$ cat src/rtl/pipeline_hazard_ctrl_pkg.sv
// Shared definitions for the pipeline hazard controller: FSM state encoding,
// forward-select widths and values.
package pipeline_hazard_ctrl_pkg;

  localparam logic [1:0] StRun     = 2'd0;
  localparam logic [1:0] StLdstall = 2'd1;
  localparam logic [1:0] StFlush   = 2'd2;
  localparam logic [1:0] StHalted  = 2'd3;

  localparam int unsigned MUX_EX_REDIR_DATAA_BIT = 2;
  localparam int unsigned MUX_EX_REDIR_DATAB_BIT = 2;

  localparam logic [1:0] MUX_EX_REDIR_NONE = 2'd0;
  localparam logic [1:0] MUX_EX_REDIR_ALU  = 2'd1;
  localparam logic [1:0] MUX_EX_REDIR_WB   = 2'd2;

  // Register 0 is hardwired, so it never counts as a producer.
  function automatic logic src_hit(input logic [4:0] src, input logic [4:0] dst,
                                   input logic w_en);
    return w_en && (dst != 5'd0) && (src == dst);
  endfunction

endpackage

$ cat src/rtl/redirect_sel.sv
// Operand forward-select for one ID source register; EX producers win over DM,
// and loads in EX cannot forward yet.
module redirect_sel
  import pipeline_hazard_ctrl_pkg::*;
#(
  parameter int unsigned SelW = MUX_EX_REDIR_DATAA_BIT
) (
  input  logic [4:0]      src,
  input  logic [4:0]      ex_req_w,
  input  logic            ex_w_en,
  input  logic            ex_is_load,
  input  logic [4:0]      dm_req_w,
  input  logic            dm_w_en,
  output logic [SelW-1:0] sel
);

  always_comb begin
    sel = SelW'(MUX_EX_REDIR_NONE);
    if (src_hit(src, ex_req_w, ex_w_en) && !ex_is_load) begin
      sel = SelW'(MUX_EX_REDIR_ALU);
    end else if (src_hit(src, dm_req_w, dm_w_en)) begin
      sel = SelW'(MUX_EX_REDIR_WB);
    end
  end

endmodule

$ cat src/rtl/pipeline_hazard_ctrl.sv
// Pipeline hazard controller: stage enables, bubbles, forwarding and halt.
// Optional performance counters are built when HAZARD_PERF_CNT_EN is defined.
module pipeline_hazard_ctrl
  import pipeline_hazard_ctrl_pkg::*;
(
  input  logic                              clk,
  input  logic                              rst,
  input  logic [4:0]                        id_rs,
  input  logic [4:0]                        id_rt,
  input  logic                              id_use_rs,
  input  logic                              id_use_rt,
  input  logic [4:0]                        ex_req_w,
  input  logic                              ex_w_en,
  input  logic                              ex_is_load,
  input  logic [4:0]                        dm_req_w,
  input  logic                              dm_w_en,
  input  logic                              ex_branch_taken,
  input  logic                              wb_halt,
  input  logic                              mem_busy,
  output logic                              pc_en,
  output logic                              if_id_en,
  output logic                              id_ex_en,
  output logic                              ex_dm_en,
  output logic                              dm_wb_en,
  output logic                              if_id_clr,
  output logic                              id_ex_clr,
  output logic [MUX_EX_REDIR_DATAA_BIT-1:0] redir_a,
  output logic [MUX_EX_REDIR_DATAB_BIT-1:0] redir_b,
  output logic                              halted
`ifdef HAZARD_PERF_CNT_EN
  ,
  output logic [31:0]                       cnt_cycle,
  output logic [31:0]                       cnt_stall,
  output logic [31:0]                       cnt_flush
`endif
);

  logic [1:0] state_q, state_d;
  logic [4:0] stage_en;
  logic       load_use;

  assign load_use = ex_is_load && ex_w_en && (ex_req_w != 5'd0) &&
                    ((id_use_rs && (id_rs == ex_req_w)) ||
                     (id_use_rt && (id_rt == ex_req_w)));

  assign {pc_en, if_id_en, id_ex_en, ex_dm_en, dm_wb_en} = stage_en;

  always_comb begin
    state_d   = state_q;
    stage_en  = 5'b11111;
    if_id_clr = 1'b0;
    id_ex_clr = 1'b0;
    halted    = 1'b0;
    if (!rst) begin
      state_d = StRun;
    end else if (state_q == StHalted) begin
      stage_en = 5'b00000;
      halted   = 1'b1;
    end else if (wb_halt) begin
      stage_en = 5'b00000;
      state_d  = StHalted;
    end else if (mem_busy) begin
      stage_en = 5'b00000;
    end else if (ex_branch_taken) begin
      if_id_clr = 1'b1;
      id_ex_clr = 1'b1;
      state_d   = StFlush;
    end else if (load_use && (state_q != StLdstall)) begin
      // Hold PC and IF/ID, push a bubble into EX while the load reaches DM.
      stage_en  = 5'b00111;
      id_ex_clr = 1'b1;
      state_d   = StLdstall;
    end else begin
      state_d = StRun;
    end
  end

  always_ff @(posedge clk) begin
    if (!rst) begin
      state_q <= StRun;
    end else begin
      state_q <= state_d;
    end
  end

  redirect_sel #(
    .SelW(MUX_EX_REDIR_DATAA_BIT)
  ) u_redir_a (
    .src       (id_rs),
    .ex_req_w  (ex_req_w),
    .ex_w_en   (ex_w_en),
    .ex_is_load(ex_is_load),
    .dm_req_w  (dm_req_w),
    .dm_w_en   (dm_w_en),
    .sel       (redir_a)
  );

  redirect_sel #(
    .SelW(MUX_EX_REDIR_DATAB_BIT)
  ) u_redir_b (
    .src       (id_rt),
    .ex_req_w  (ex_req_w),
    .ex_w_en   (ex_w_en),
    .ex_is_load(ex_is_load),
    .dm_req_w  (dm_req_w),
    .dm_w_en   (dm_w_en),
    .sel       (redir_b)
  );

`ifdef HAZARD_PERF_CNT_EN
  logic active, stall_evt, flush_evt;

  assign active    = (state_q != StHalted) && !wb_halt;
  assign stall_evt = active && (mem_busy ||
                     (!ex_branch_taken && load_use && (state_q != StLdstall)));
  assign flush_evt = active && !mem_busy && ex_branch_taken;

  always_ff @(posedge clk) begin
    if (!rst) begin
      cnt_cycle <= 32'd0;
      cnt_stall <= 32'd0;
      cnt_flush <= 32'd0;
    end else if (state_q != StHalted) begin
      cnt_cycle <= cnt_cycle + 32'd1;
      if (stall_evt) cnt_stall <= cnt_stall + 32'd1;
      if (flush_evt) cnt_flush <= cnt_flush + 32'd1;
    end
  end
`else
  // Counters are not built in this configuration.
`endif

endmodule
$ cat config.mk
export PLATFORM = sky130hd
export DESIGN_NAME = pipeline_hazard_ctrl
export DESIGN_NICKNAME = d
export VERILOG_FILES = /design/src/rtl/pipeline_hazard_ctrl_pkg.sv /design/src/rtl/redirect_sel.sv /design/src/rtl/pipeline_hazard_ctrl.sv
export SDC_FILE = /design/constraint.sdc
export NUM_CORES = 1
export LEC_CHECK = 0
export CORE_MARGIN = 4
export CORE_UTILIZATION = 30
export CTS_CLUSTER_SIZE = 30
export DETAILED_ROUTE_END_ITERATION = 10
export PLACE_DENSITY = 0.83
export SYNTH_ARGS = -nofsm -noshare
export SYNTH_HDL_FRONTEND = slang
export SYNTH_SLANG_ARGS = --single-unit
$ cat constraint.sdc
create_clock -name clk -period 2.65 [get_ports clk]
set_input_delay 0.53 -clock clk [delete_from_list [all_inputs] [get_ports clk]]
set_output_delay 0.53 -clock clk [all_outputs]
set_load 0.005 [all_outputs]
==> results.ini <==
[outcome]
outcome = finished clean

[yosys]
syn-num-nets = 91
ys.flop_type = dfxtp_1
yosys_warnings = 0
synth_seq_cells = 2
yosysTopAreaCellShare_pct = 22.4
seq_area_frac_synth_pct = 8.53
synth.distinct_cells = 26
synth.area.top_cells = xor2_1 (22%), xnor2_1 (11%), dfxtp_1 (8.5%)
synthesis.area_um2 = 469
yosysMostFrequentCell = xor2_1
syn_avg_cell_area_um2 = 7.69
synth_area_leader_cell = xor2_1
synth_edf_count = 0
ys_top_cells_by_count = xor2_1 (12), xnor2_1 (6), inv_1 (5), or4_1 (4)
postSynthCellCount = 61
ys_async_sr_fraction_pct = 0

[clocking]
ctsHoldBuffers = 0
cts_root_buf = clkbuf_4
cts_tree = done
clockBufferDepth = 2
htreeDepth = 1
clkTransAtPathRegs_ps = 30
cts_sinks = 2
cts_inserted_buffers = 3
worstSkewPairLatency_ps = 220

[floorplan]
start_util_pct = 31.5
die_h_um = 47.5
fp.coreArea_um2 = 1490
io_pins = 42
die_w_um = 47.5
die_area_um2 = 2260
rows = 14

[setup_path]
crit_required_ps = 2120
crit_type = in2out
worst_ep_arrival_time_ps = 2070
worstPathMaxFanout = 3
rrSetupSlack_ps = 1380
cp-start-kind = primary input
cp-end-kind = output port

[timing]
worst-slew-pin-transition_ps = 245
fmax_mhz = 384
finClkSkew_ps = 2.09
finalHoldViolations = 0
slew_headroom_pct = 83.6
drv_slew = 0
period_share_pct = 98.2
min_period_ps = 2600
rsz0062_at_grt = no
setup_viol = 0

[finish]
top_register = state_q
n_fill_cell = 120
syn_to_final_growth_pct = 122
final_cells = 138
reg_top3 = state_q (2)
design_area_um2 = 1040
diodes = 0
largest_register_ffs = 2
multi_input_area_um2 = 430
seqCellArea_um2 = 40.0
nets = 154
layout-drive-gt1-share_pct = 32.0
final_util_pct = 70.1

[global_route]
grt_usage_pct = 19.7
grt_overflow_total = 0
antenna_found_initial = 0
grt_pass1_vias = 706
grt_max_degree = 7
grt_pass1_wl_um = 3160

[power_and_ir_drop]
combPwrFrac_pct = 59.0
clkPwrFrac_pct = 26.3
p_sw_share_pct = 31.7
ir_drop_mv = 0.242
power_density_nw_per_um2 = 233
intPower_mw = 0.166
p_sw_mw = 0.0772
p_leak_nw = 0.478
sequentialPowerShare_pct = 14.7

[detailed_routing]
antenna_left = 0
routed_wl_um = 2080
dr.pass1.iters = 4
first_iter_violations = 12
drc = 0
wl_per_cell_um = 15.0
num_vias = 692
vias_per_cell = 5.01

[placement]
gp_congestion = 0.798
hpwl_um = 1770
portBuffers = 41
dpl.cell_count = 133
placed_cell_area_um2 = 1010

[flow_run]
cap_violations = 0

[hold_path]
hold_class = reg2reg

logic make-up (layout without fill, tap and decap cells):
group	Yosys count	count (layout)	synth area share (%)
flops	2	2	8.53
simple gates	17	17	23.5
compound gates	16	16	25.6
buf+inv	8	69	8.80
xor+xnor	18	18	33.6
metrics by stage:
stage          setup TNS (ps)  setup WS (ps)  total power, mW  hold WS (ps)
3_3_place_gp            -3200           -529            0.175           514
5_1_grt                     0           1.87            0.261           571
2_1_floorplan               0            441           0.0816           493
3_5_place_dp            -3600           -586            0.179           529
4_1_cts                     0           14.9            0.246           535
6_report                    0           48.1            0.244           536
layout make-up:
cell class	count	share of cell area (%)
Sequential cell	2	3.84
Tap cell	16	1.92
Timing Repair Buffer	61	49.0
Multi-Input combinational cell	51	41.2
Clock buffer	3	2.16
Inverter	5	1.80
cells in the final DEF (no fill, tap or decap), types with 2 or more instances in the layout:
cell	count
clkbuf_4	3
o21ai_0	2
dfxtp_1	2
buf_4	19
xnor2_1	6
xor2_1	12
clkbuf_2	4
nand2_1	3
nor2_1	2
dlygate4sd2_1	14
or4_1	3
a211o_1	2
nand3_1	2
nor4_2	3
clkdlybuf4s50_1	20
inv_1	5
buf_2	3
power by group through the flow:
stage	registers (mW)	clock network, mW	logic [mW]
6_report	0.0358	0.0640	0.144
5_1_grt	0.0365	0.0701	0.154
4_1_cts	0.0357	0.0676	0.143
3_5_place_dp	0.0361	0	0.143
3_3_place_gp	0.0358	0	0.139
2_1_floorplan	0.0355	0	0.0461
path summary, 6_finish.rpt:
kind | cells after the start | to | startpoint
worst max register to register | 4 | state_q[0] | state_q[1]
worst max-delay path | 6 | redir_a[1] | id_rs[4]
worst min register to register | 2 | state_q[1] | state_q[1]
worst min-delay path | 2 | state_q[1] | state_q[1]
critical path, stage by stage:
cell           delay (ps)
dlygate4sd2_1         260
buf_4                 140
xor2_1                150
or4_1                 530
nor4_2                300
buf_2                 160
repair_timing:
item                                    CTS  global route
setup buffers                             3             0
pin swaps                                10             4
endpoints found under the setup margin    7             6
resized for setup                        39             8
metal layers:
| metal | part of all wire [%] | wire length, µm | track usage (%) |
|---|---|---|---|
| met1 | 41 | 859 | 24.6 |
| met4 | 1.6 | 34 | 6.45 |
| met3 | 4.8 | 100 | 2.26 |
| met2 | 52 | 1080 | 34.8 |
| met5 | 0 | 0 | 0 |
(Power assumes the default switching activity.)
==> variant 1 (config.mk and constraints unchanged) <==
The package constant `MUX_EX_REDIR_DATAA_BIT` goes from 2 to 4.
--- a/src/rtl/pipeline_hazard_ctrl_pkg.sv
+++ b/src/rtl/pipeline_hazard_ctrl_pkg.sv
@@ -9,3 +9,3 @@
 
-  localparam int unsigned MUX_EX_REDIR_DATAA_BIT = 2;
+  localparam int unsigned MUX_EX_REDIR_DATAA_BIT = 4;
   localparam int unsigned MUX_EX_REDIR_DATAB_BIT = 2;
Interface: changed (resized redir_a); port bits go from 42 to 44. The function was not compared with the original's and may differ.
==> variant 1 against the unedited design <==
Synthesized area increased by 4.0%; setup slack improved by 0.0073 ns; hold slack got worse by 0.00051 ns; clock skew increased by 0.0024 ns; synthesized cell count increased by 4.9%; routed wire length increased by 12%; count of clock-buffer cells in the layout unchanged; register-to-register slack got worse by 0.07 ns; sequential cell count unchanged; sequential power increased by 2%; total power increased by 8.9%; critical path depth increased by 1; final area increased by 13%; die area increased by 3.3%; critical path type unchanged.
==> variant 1: results (changes against the unedited design) <==
[status]
status=completed

[clock_tree]
clkTransAtPathRegs_ns=0.03  ; about the same
post_cts_resized=43  ; +10%
post-cts-setup-buffer-count=3  ; unchanged

[hold_path]
min_delay_path_depth=2  ; unchanged

[global_routing]
met2_usage_pct=37.4  ; +2.6 points
grt.total_usage_pct=19.6  ; about the same
met3_usage_pct=3.07  ; +0.81 points
grt_pass1_vias=808  ; +14%
met1_usage_pct=19.3  ; -5.3 points
grt_pass1_wl_um=3670  ; +16%

[yosys]
postSynthCellCount=64  ; +4.9%
synth_sequential_area_ratio_pct=8.21  ; -0.33 points
ys_top_cells_by_count=12 x sky130_fd_sc_hd__xor2_1, 6 x sky130_fd_sc_hd__xnor2_1, 5 x sky130_fd_sc_hd__buf_4, 5 x sky130_fd_sc_hd__inv_1, 4 x sky130_fd_sc_hd__or4_1
synthDistinctLibCells=27  ; +3.8%
leading_cell_types_by_total_area_after_synthesis=sky130_fd_sc_hd__xor2_1 22%, sky130_fd_sc_hd__xnor2_1 11%, sky130_fd_sc_hd__dfxtp_1 8.2%

[route]
detail_route.iter0.violations=1  ; -11
routed_via_count=720  ; +4.0%
met1Wirelength_um=805  ; -6.3%
routed_via_density=5.14  ; +2.6%
wirelength_um=2330  ; +12%
met2RoutedLength_um=1240  ; +15%
met3WireLength_um=147  ; +47%
tritonroute_pass_1_iters=3  ; -1

[final_layout]
fillerInstances=106  ; -12%
fin_nets=156  ; +1.3%
drive_above_1_share_pct=38.7  ; +6.7 points
top_regs=state_q (2)

[power_and_ir_drop]
combPwrFrac_pct=61.6  ; +2.6 points
power.leakage_nw=0.603  ; +26%
power_switching_share_pct=34.2  ; +2.5 points
clkPwrFrac_pct=24.7  ; -1.6 points
worst_ir_drop_vdd_mv=0.304  ; +26%
total_power_uw=265  ; +8.9%

[placement]
placed_cells=135  ; +1.5%
minimum_setup_slack_after_placement_ns=-0.741  ; -0.154 ns
placed_area_mm2=0.00102  ; +0.74%
gp_congestion=0.871  ; +9.1%

[setup_path]
timing.reg2reg.setup_slack_ns=1.31  ; -0.07 ns
critPathCapture=id_ex_clr
cp-startpoint=ex_req_w[0]
critPathMaxFanout=3  ; unchanged

[sta]
worst_slack_ns=0.0554  ; +0.00731 ns
fin_worst_skew_ns=0.00446  ; +0.00237 ns
final.setup.tns_ns=0  ; unchanged
fin_worst_hold_slack_ns=0.536  ; -0.000508 ns

## variant 1: cell count changes after synthesis, sizes merged
cell / unedited run / this run
conb: 0 / 1
buf: 3 / 5
## variant 1: worst max-delay path: stages
cell,delay [ns]
sky130_fd_sc_hd__dlygate4sd2_1,0.27
sky130_fd_sc_hd__a22o_1,0.27
sky130_fd_sc_hd__nor4_4,0.32
sky130_fd_sc_hd__a22oi_2,0.15
sky130_fd_sc_hd__buf_4,0.16
sky130_fd_sc_hd__o31ai_4,0.18
sky130_fd_sc_hd__buf_2,0.18
## variant 1: cell families after synthesis
| group | after synthesis | share of synthesized area (%) |
|---|---|---|
| xor+xnor | 18 | 32.3 |
| simple gates | 17 | 22.6 |
| flops | 2 | 8.21 |
| buf+inv | 10 | 11.5 |
| compound gates | 16 | 24.6 |
| other cells | 1 | 0.768 |
## variant 1: layout make-up
type	count	share of cell area, %
repair buffers	61	47.5
flip-flops and latches	2	3.40
inverters	5	1.59
well taps	16	1.70
multi-input cells	53	43.9
clock buffers	3	1.91
==> variant 2 (config.mk and constraints unchanged) <==
Without the edit above. Register the output `if_id_en`, without a reset; this adds one clock of latency there. The other outputs are not delayed to match.
--- a/src/rtl/pipeline_hazard_ctrl.sv
+++ b/src/rtl/pipeline_hazard_ctrl.sv
@@ -37,2 +37,4 @@
 
+  logic if_id_en_d;
+
   logic [1:0] state_q, state_d;
@@ -45,3 +47,3 @@
 
-  assign {pc_en, if_id_en, id_ex_en, ex_dm_en, dm_wb_en} = stage_en;
+  assign {pc_en, if_id_en_d, id_ex_en, ex_dm_en, dm_wb_en} = stage_en;
 
@@ -132,2 +134,6 @@
 
+  always_ff @(posedge clk) begin
+    if_id_en <= if_id_en_d;
+  end
+
 endmodule
Check against the original RTL: not equivalent (a bounded check fails within 4 cycles, from zero or initial values and one cycle with rst low).
==> variant 2 against the unedited design <==
Sequential cell count rose by 1; setup slack is essentially flat; total power increased by 20%; synthesized area grew 6.4%; final area increased by 13%; routed wire length rose by 0.72%; hold slack got worse by 0.011 ns; synthesized cell count is the same; utilization up 6.5 points.
==> variant 2: results (changes against the unedited design) <==
[clock_tree]
insertion_delay_ns=0.24  ; +0.02 ns
clock_path_buffers=2  ; unchanged
cts-root-buf=sky130_fd_sc_hd__clkbuf_4
clkTransAtPathRegs_ns=0.03  ; about the same
cts_htree_levels=1  ; unchanged
cts_buffers=3  ; unchanged

[setup_path]
cp_slowest_cell=sky130_fd_sc_hd__clkdlybuf4s50_1
critPathMaxFanout=2  ; -1
regToRegEndpoint=if_id_en
cpPeakStageDelay_ns=0.52
worstPathArrival_ns=2.07  ; about the same
timing.reg2reg.setup_slack_ns=1.39
worst_r2r_startpoint=state_q[1]
worst_path_dominant_cell_family=buffers and inverters
worstRegToRegCells=6  ; +2

[hold_path]
worst_hold_endpoint=state_q[1]
min_delay_path_depth=2  ; unchanged
source_of_the_worst_hold_timing_path=state_q[1]
worstHoldPathType=flop to flop

[placement]
dpl.hpwl_um=1630  ; -8.1%
placed_area_mm2=0.00108  ; +6.7%
numPortBuffers=41  ; unchanged
minimum_setup_slack_after_placement_ns=-0.480  ; +0.107 ns
gp_congestion=0.775  ; -2.9%

[yosys]
synth_warnings=0  ; unchanged
synth_xor_area_share_pct=35.1  ; +1.5 points
synth_fa_ha_area_share_pct=0  ; unchanged
muxShareOfSynthArea_pct=0  ; unchanged
ys_dominant_reg_cell=sky130_fd_sc_hd__dfxtp_1
synth_sequential_area_ratio_pct=12.0  ; +3.5 points
syn_nets=91  ; unchanged
ys_top_cells_by_count=10 x sky130_fd_sc_hd__xnor2_1, 10 x sky130_fd_sc_hd__xor2_1, 4 x sky130_fd_sc_hd__nor2_1
synth-compound-area-share_pct=13.3  ; -12 points
asyncSetResetFlopFracSynth_pct=0  ; unchanged
leading_cell_types_by_total_area_after_synthesis=sky130_fd_sc_hd__xnor2_1 18%, sky130_fd_sc_hd__xor2_1 18%, sky130_fd_sc_hd__dfxtp_1 12%
synthDistinctLibCells=25  ; -3.8%

[power_and_ir_drop]
worst_ir_drop_vdd_mv=0.254  ; +5.2%
power.leakage_nw=0.588  ; +23%

[route]
tritonroute_pass_1_iters=4  ; unchanged
detail_route.wl_per_cell_um=14.3  ; -4.8%
detail_route.iter0.violations=9  ; -3
routed_via_count=698  ; +0.87%

[global_routing]
largest_net_degree_at_the_start_of_global_routing=6  ; -1
antenna_violations_before_repair=0  ; unchanged
grt.total_usage_pct=16.7  ; -3.0 points
grt_pass1_vias=722  ; +2.3%
grt_pass1_wl_um=3190  ; +0.85%
grt_overflow=0  ; unchanged

[final_layout]
drive_above_1_share_pct=31.5  ; -0.43 points
top_regs=state_q (2), if_id_en (1)
antenna-diode-count=0  ; unchanged
fin_nets=161  ; +4.5%

[sta]
final_max_slew_viol_count=0  ; unchanged
fin_worst_skew_ns=0.000274  ; -0.00182 ns
worst_slew_pin_slew_ns=0.254  ; +0.00886 ns

[status]
status=completed

[variant 2: cell types whose count changed in the layout (fill, tap and decap cells not counted), sizes merged, moves of 2 or more]
cell           before  now
a211o               3    0
and2                0    2
buf                23   28
clkbuf              7    4
clkdlybuf4s15       0    3
clkdlybuf4s50      20   22
dlygate4sd2        14    5
dlymetal6s2s        0    9
inv                 5    1
nand2b              0    3
nor2                2    4
xnor2               6   10
xor2               12   10
[variant 2: per-layer routing]
layer  global-route usage [%]  wire [um]  up-vias
li1                         -          -      356
met1                     18.7        833      310
met2                     27.4       1080       30
met3                     6.12        149        2
met4                     8.07         27        0
met5                        0          0        -
[variant 2: layout make-up]
cell class                      instances  area (um^2)
Clock buffer                            4         26.3
Inverter                                1         3.75
Timing Repair Buffer                   67          617
Sequential cell                         3         60.1
Fill cell                             113          360
Multi-Input combinational cell         55          454
Tap cell                               16         20.0
[variant 2: power breakdown]
part	switching, mW	total (mW)	internal [mW]
logic	0.0602	0.158	0.0979
clock network	0.0247	0.0812	0.0565
registers	0.00298	0.0521	0.0491
total	0.0879	0.291	0.203
[variant 2: tightest hold or removal path: cells and delay by family, from the launching register on]
family          cells  cell delay (ns)
flops               1             0.32
compound gates      2             0.15
[variant 2: repair_timing]
item / 4_1_cts / 5_1_grt
endpoints found under the setup margin: 9 / 7
pin swaps: 3 / 4
gates resized for setup: 20 / 15
buffers inserted: 2 / 3
[variant 2: stage by stage]
| step | instances | hold slack (ns) |
|---|---|---|
| 5_1_grt | 146 | 0.578 |
| 3_5_place_dp | 138 | 0.506 |
| 2_1_floorplan | 61 | 0.474 |
| 3_3_place_gp | 138 | 0.495 |
| 6_report | 146 | 0.525 |
| 4_1_cts | 143 | 0.527 |
[variant 2: how the worst max path moves through the flow]
stage,from,to,slack [ns],cells after the start
floorplan,ex_req_w[1],redir_b[1],0.51,4
global placement,ex_req_w[1],redir_b[1],-0.46,6
detailed placement,ex_req_w[1],redir_a[1],-0.48,6
CTS,ex_req_w[0],redir_b[0],0.009,7
global route,id_rt[0],redir_b[0],-0.04,6
finish,id_rt[0],redir_b[0],0.05,6
[variant 2: kinds of logic after synthesis]
logic type / count (synthesis)
flops: 3
buf+inv: 3
simple gates: 26
xor+xnor: 20
compound gates: 9
